[src/rtl/lsnn_spike_decoder.sv]
// Spike-train decoder: rate, first-spike latency and last ISI over a programmable window.
// Results are presented on a valid/ready port; a window can restart directly from the handshake edge.
module lsnn_spike_decoder #(
  parameter int CW = 8
) (
  input  logic          clk,
  input  logic          rst_n,
  input  logic          en,
  input  logic [CW-1:0] win_len,
  input  logic          spike_in,
  input  logic          out_ready,
  output logic          out_valid,
  output logic [CW-1:0] rate,
  output logic [CW-1:0] first_lat,
  output logic [CW-1:0] isi,
  output logic          busy
);

  typedef enum logic [1:0] {IDLE, COUNT, HOLD} state_t;

  state_t        state;
  logic [CW-1:0] len_q;
  logic [CW-1:0] samp_cnt;
  logic [CW-1:0] spk_cnt;
  logic [CW-1:0] first_q;
  logic [CW-1:0] isi_q;
  logic [CW-1:0] gap;
  logic          seen;

  logic [CW-1:0] spk_nxt;
  logic [CW-1:0] first_nxt;
  logic [CW-1:0] isi_nxt;
  logic [CW-1:0] gap_nxt;
  logic          seen_nxt;
  logic          start;

  function automatic logic [CW-1:0] sat_inc(input logic [CW-1:0] v);
    return (&v) ? v : v + CW'(1);
  endfunction

  assign start = en && (win_len != '0);

  // Working-counter update for the sample currently on spike_in (index samp_cnt).
  always_comb begin
    spk_nxt   = spk_cnt;
    first_nxt = first_q;
    isi_nxt   = isi_q;
    gap_nxt   = sat_inc(gap);
    seen_nxt  = seen;
    if (spike_in) begin
      spk_nxt = spk_cnt + CW'(1);
      if (!seen) begin
        first_nxt = samp_cnt;
        seen_nxt  = 1'b1;
      end else begin
        isi_nxt = gap + CW'(1);
      end
      gap_nxt = '0;
    end
  end

  always_ff @(posedge clk) begin
    if (!rst_n) begin
      state     <= IDLE;
      len_q     <= '0;
      samp_cnt  <= '0;
      spk_cnt   <= '0;
      first_q   <= '0;
      isi_q     <= '0;
      gap       <= '0;
      seen      <= 1'b0;
      out_valid <= 1'b0;
      rate      <= '0;
      first_lat <= '0;
      isi       <= '0;
      busy      <= 1'b0;
    end else begin
      case (state)
        IDLE: begin
          if (start) begin
            len_q    <= win_len;
            samp_cnt <= CW'(1);
            spk_cnt  <= '0;
            first_q  <= '0;
            isi_q    <= '0;
            gap      <= '0;
            seen     <= 1'b0;
            busy     <= 1'b1;
            state    <= COUNT;
          end
        end
        COUNT: begin
          spk_cnt  <= spk_nxt;
          first_q  <= first_nxt;
          isi_q    <= isi_nxt;
          gap      <= gap_nxt;
          seen     <= seen_nxt;
          samp_cnt <= samp_cnt + CW'(1);
          // Last sample: publish results that already include this sample.
          if (samp_cnt == len_q) begin
            rate      <= spk_nxt;
            first_lat <= first_nxt;
            isi       <= isi_nxt;
            out_valid <= 1'b1;
            busy      <= 1'b0;
            state     <= HOLD;
          end
        end
        HOLD: begin
          if (out_ready) begin
            out_valid <= 1'b0;
            if (start) begin
              len_q    <= win_len;
              samp_cnt <= CW'(1);
              spk_cnt  <= '0;
              first_q  <= '0;
              isi_q    <= '0;
              gap      <= '0;
              seen     <= 1'b0;
              busy     <= 1'b1;
              state    <= COUNT;
            end else begin
              state <= IDLE;
            end
          end
        end
        default: begin
          state <= IDLE;
          busy  <= 1'b0;
        end
      endcase
    end
  end

endmodule
[config.mk]
export PLATFORM = sky130hd
export DESIGN_NAME = lsnn_spike_decoder
export DESIGN_NICKNAME = d
export VERILOG_FILES = /design/src/rtl/lsnn_spike_decoder.sv
export SDC_FILE = /design/constraint.sdc
export NUM_CORES = 1
export LEC_CHECK = 0
export BUFFER_PORTS_ARGS = -buffer_cell sky130_fd_sc_hd__clkbuf_2
export CAP_MARGIN = 5
export CORE_MARGIN = 1
export CORE_UTILIZATION = 35
export DETAILED_ROUTE_END_ITERATION = 8
export PLACE_DENSITY = 0.64
export SLEW_MARGIN = 20
export SYNTH_ARGS = -nofsm -noshare
export SYNTH_HDL_FRONTEND = slang
export SYNTH_SLANG_ARGS = --single-unit
[constraint.sdc]
create_clock -name clk -period 4.4 [get_ports clk]
set_input_delay 1.32 -clock clk [delete_from_list [all_inputs] [get_ports clk]]
set_output_delay 1.32 -clock clk [all_outputs]
set_load 0.01 [all_outputs]
==> flow_metrics.env <==
export IMPL_start_kind="primary input"
export IMPL_comb_power_share=0.118
export IMPL_crit_chain="clkbuf_2 -> nand2b_1 -> a221oi_1 -> o22ai_1"
export IMPL_n_antenna_cell=0
export IMPL_hold_viol_final=0
export IMPL_remaining_drc_errors=1
export IMPL_worst_ep_arrival_time_ps=2990
export IMPL_antenna_found_initial=0
export IMPL_layout_common_cells="dfxtp_1, nand2_1, mux2i_1"
export IMPL_ys_ff_latch=77
export IMPL_yosysSeqAreaShare=0.395
export IMPL_final_nets=481
export IMPL_cap_viol_max_count=0
export IMPL_cp_max_fo=13
export IMPL_wire_per_inst_um=15.0
export IMPL_core_area_um2=10800
export IMPL_status="complete, but fails checks"
export IMPL_clock_fmax_mhz=357
export IMPL_die_area_um2=11600
export IMPL_worst_setup_path_end_kind="register"
export IMPL_tns_ps=0
export IMPL_rsz0062_at_grt="false"
export IMPL_violations="DRC"
export IMPL_path_clk_slew_ps=80
export IMPL_syn_instance_count=443
export IMPL_cts_resized=0
export IMPL_syn_area_per_cell_um2=8.80
export IMPL_sw_frac_of_total=0.250
export IMPL_syn_num_nets=459
export IMPL_drive_gt1_frac=0.174
export IMPL_power_leakage_uw=0.00178
export IMPL_final_setup_skew_ps=10.1
export IMPL_critical_path_class="primary input to register"
export IMPL_min_path_type="register to register"
export IMPL_synth_edff_count=0
export IMPL_multi_input_area_um2=2200
export IMPL_antenna_left=0
export IMPL_cts_hold_buffers=0
export IMPL_tritoncts="built"
export IMPL_finalWirelength_um=9160
export IMPL_port_buffers=38
export IMPL_final_common_cell="dfxtp_1"
export IMPL_crit_slowest_cell="a221oi_1"
export IMPL_overflow=0
export IMPL_vias=3356
export IMPL_cts_sinks=77
export IMPL_setup_viol=0
export IMPL_root_buffer="clkbuf_8"
export IMPL_p_switching_uw=417
export IMPL_synth_distinct_cells=55
export IMPL_slew_violations=0
export IMPL_grt_usage=0.172
export IMPL_firstDrtPassIters=7
export IMPL_required_ps=4590
export IMPL_yosys_warnings=0
export IMPL_clock_path_buffers=2
export IMPL_setup_slack_ps=1600
export IMPL_synth_flop_cell="dfxtp_1"
export IMPL_power_frac_clock=0.442
export IMPL_post_cts_buffers=0
export IMPL_area_delta_synth_final_pct=14.0
export IMPL_period_needed_ps=2800
export IMPL_dr_first_iter_drc_count=191
export IMPL_whs_ps=462
export IMPL_p_int_uw=1250
export IMPL_io_pins=39
export IMPL_gp_congestion=0.816
export IMPL_routed_via_density=5.50
export IMPL_p_seq_frac=0.440
export IMPL_max_stage_delay_ps=930
export IMPL_die_w_um=108
export IMPL_worst_slew_pin_slew_ps=968
export IMPL_seqCellArea_um2=1540
export IMPL_syn_cell_area_um2=3900
export IMPL_grt_pass1_vias=3207
export IMPL_clock_latency_ps=350
export IMPL_die_h_um=108
export IMPL_grt_max_degree=93
export IMPL_num_fill_cells=1121
export IMPL_async_flop_share=0
export IMPL_h_tree_depth=3
export IMPL_ir_drop_mv=0.197
export IMPL_cts_inserted_buffers=9
export IMPL_powerDensity_nw_per_um2=376
export IMPL_fin_crit_sh=0.636
export IMPL_dp_final_hpwl_um=6080
export IMPL_grt_pass1_wl_um=15700
export IMPL_start_util=0.360
export IMPL_place_ws_ps=1230
export IMPL_rows=38
export IMPL_max_slew_margin_rel=0.355
-- power by group through the flow --
| stage | Sequential, µW | Combinational [µW] | Clock (µW) |
|---|---|---|---|
| 2_1_floorplan | 746 | 147 | 0 |
| 3_3_place_gp | 750 | 192 | 0 |
| 3_5_place_dp | 751 | 198 | 0 |
| 4_1_cts | 735 | 198 | 753 |
| 5_1_grt | 738 | 217 | 782 |
| 6_report | 735 | 197 | 738 |
-- cells in the mapped netlist, types with 2 or more instances --
| cell type | count | area [µm²] |
|---|---|---|
| a21oi_1 | 11 | 55.1 |
| o21a_1 | 11 | 82.6 |
| nor2_1 | 16 | 60.1 |
| nor3_1 | 6 | 30.0 |
| o21ai_0 | 27 | 135 |
| a211oi_1 | 12 | 90.1 |
| nand2_1 | 67 | 251 |
| and4_1 | 3 | 26.3 |
| mux2i_1 | 39 | 390 |
| nand2b_1 | 5 | 31.3 |
| or4_1 | 2 | 15.0 |
| inv_1 | 3 | 11.3 |
| a21boi_0 | 7 | 52.6 |
| nor4_1 | 2 | 12.5 |
| nor2b_1 | 2 | 12.5 |
| a21bo_1 | 3 | 30.0 |
| a31oi_1 | 11 | 68.8 |
| nand4_1 | 7 | 43.8 |
| ha_1 | 3 | 37.5 |
| o31a_1 | 2 | 17.5 |
| nand3b_1 | 8 | 60.1 |
| xnor2_1 | 5 | 43.8 |
| dfxtp_1 | 77 | 1540 |
| clkbuf_1 | 23 | 86.3 |
| or3_1 | 5 | 31.3 |
| xor2_1 | 9 | 78.8 |
| o211a_1 | 2 | 20.0 |
| nand3_1 | 14 | 70.1 |
| o221a_2 | 5 | 56.3 |
| o22ai_1 | 8 | 50.1 |
| and2_1 | 5 | 31.3 |
| mux2_2 | 7 | 78.8 |
| a31o_2 | 3 | 26.3 |
| buf_2 | 6 | 30.0 |
| and3_1 | 6 | 37.5 |
| nor4_4 | 2 | 42.5 |
-- flip-flops by register name, indices dropped and copies added, names as in the netlist --
register   count
seen           1
len_q          8
gap            8
isi            8
samp_cnt       8
first_lat      8
out_valid      1
rate           8
isi_q          8
spk_cnt        8
busy           1
first_q        8
state          2
-- critical path: cells and delay by family --
family | cells | cell delay (ps)
AOI/OAI and AO/OA | 2 | 1090
buffers and inverters | 1 | 230
and+or+nand+nor | 1 | 350
-- final timing paths --
path	slack, ps	cells past startpoint	from	endpoint
worst min-delay path	460	2	isi[3]	isi[3]
worst min register to register	460	2	isi[3]	isi[3]
worst max-delay path	1600	4	spike_in	first_q[1]
worst max register to register	1910	5	samp_cnt[0]	isi[2]
-- stage by stage --
step	area (µm²)	utilization	power, µW	cells
2_1_floorplan	3900	-	893	443
3_3_place_gp	4160	0.384	943	594
3_5_place_dp	4160	0.384	948	594
4_1_cts	4440	0.410	1690	610
5_1_grt	4440	0.410	1740	610
6_report	4440	0.410	1670	610
-- layout make-up --
class                           instances  share of cell area
Multi-Input combinational cell        330               0.496
Sequential cell                        77               0.347
Timing Repair Buffer                   43              0.0513
Tap cell                              140              0.0394
Clock buffer                           11              0.0341
Clock inverter                          5              0.0290
Inverter                                4             0.00338
-- metal layers --
| layer | vias to the layer above | track usage | part of all wire |
|---|---|---|---|
| met5 | - | 0 | 0 |
| met4 | 0 | 0.0616 | 0.0099 |
| met1 | 1621 | 0.211 | 0.46 |
| met2 | 71 | 0.296 | 0.49 |
| li1 | 1657 | - | - |
| met3 | 7 | 0.0369 | 0.044 |
-- cell families (layout without fill, tap and decap cells) --
kind of cell,Yosys count,after routing,synth area share
compound gates,113,113,0.201
mux,46,46,0.120
flops,77,77,0.395
fa+ha+maj,3,3,0.00963
simple gates,154,154,0.203
buf+inv,36,63,0.0395
xor+xnor,14,14,0.0315
Power figures use the tool's default switching activity.
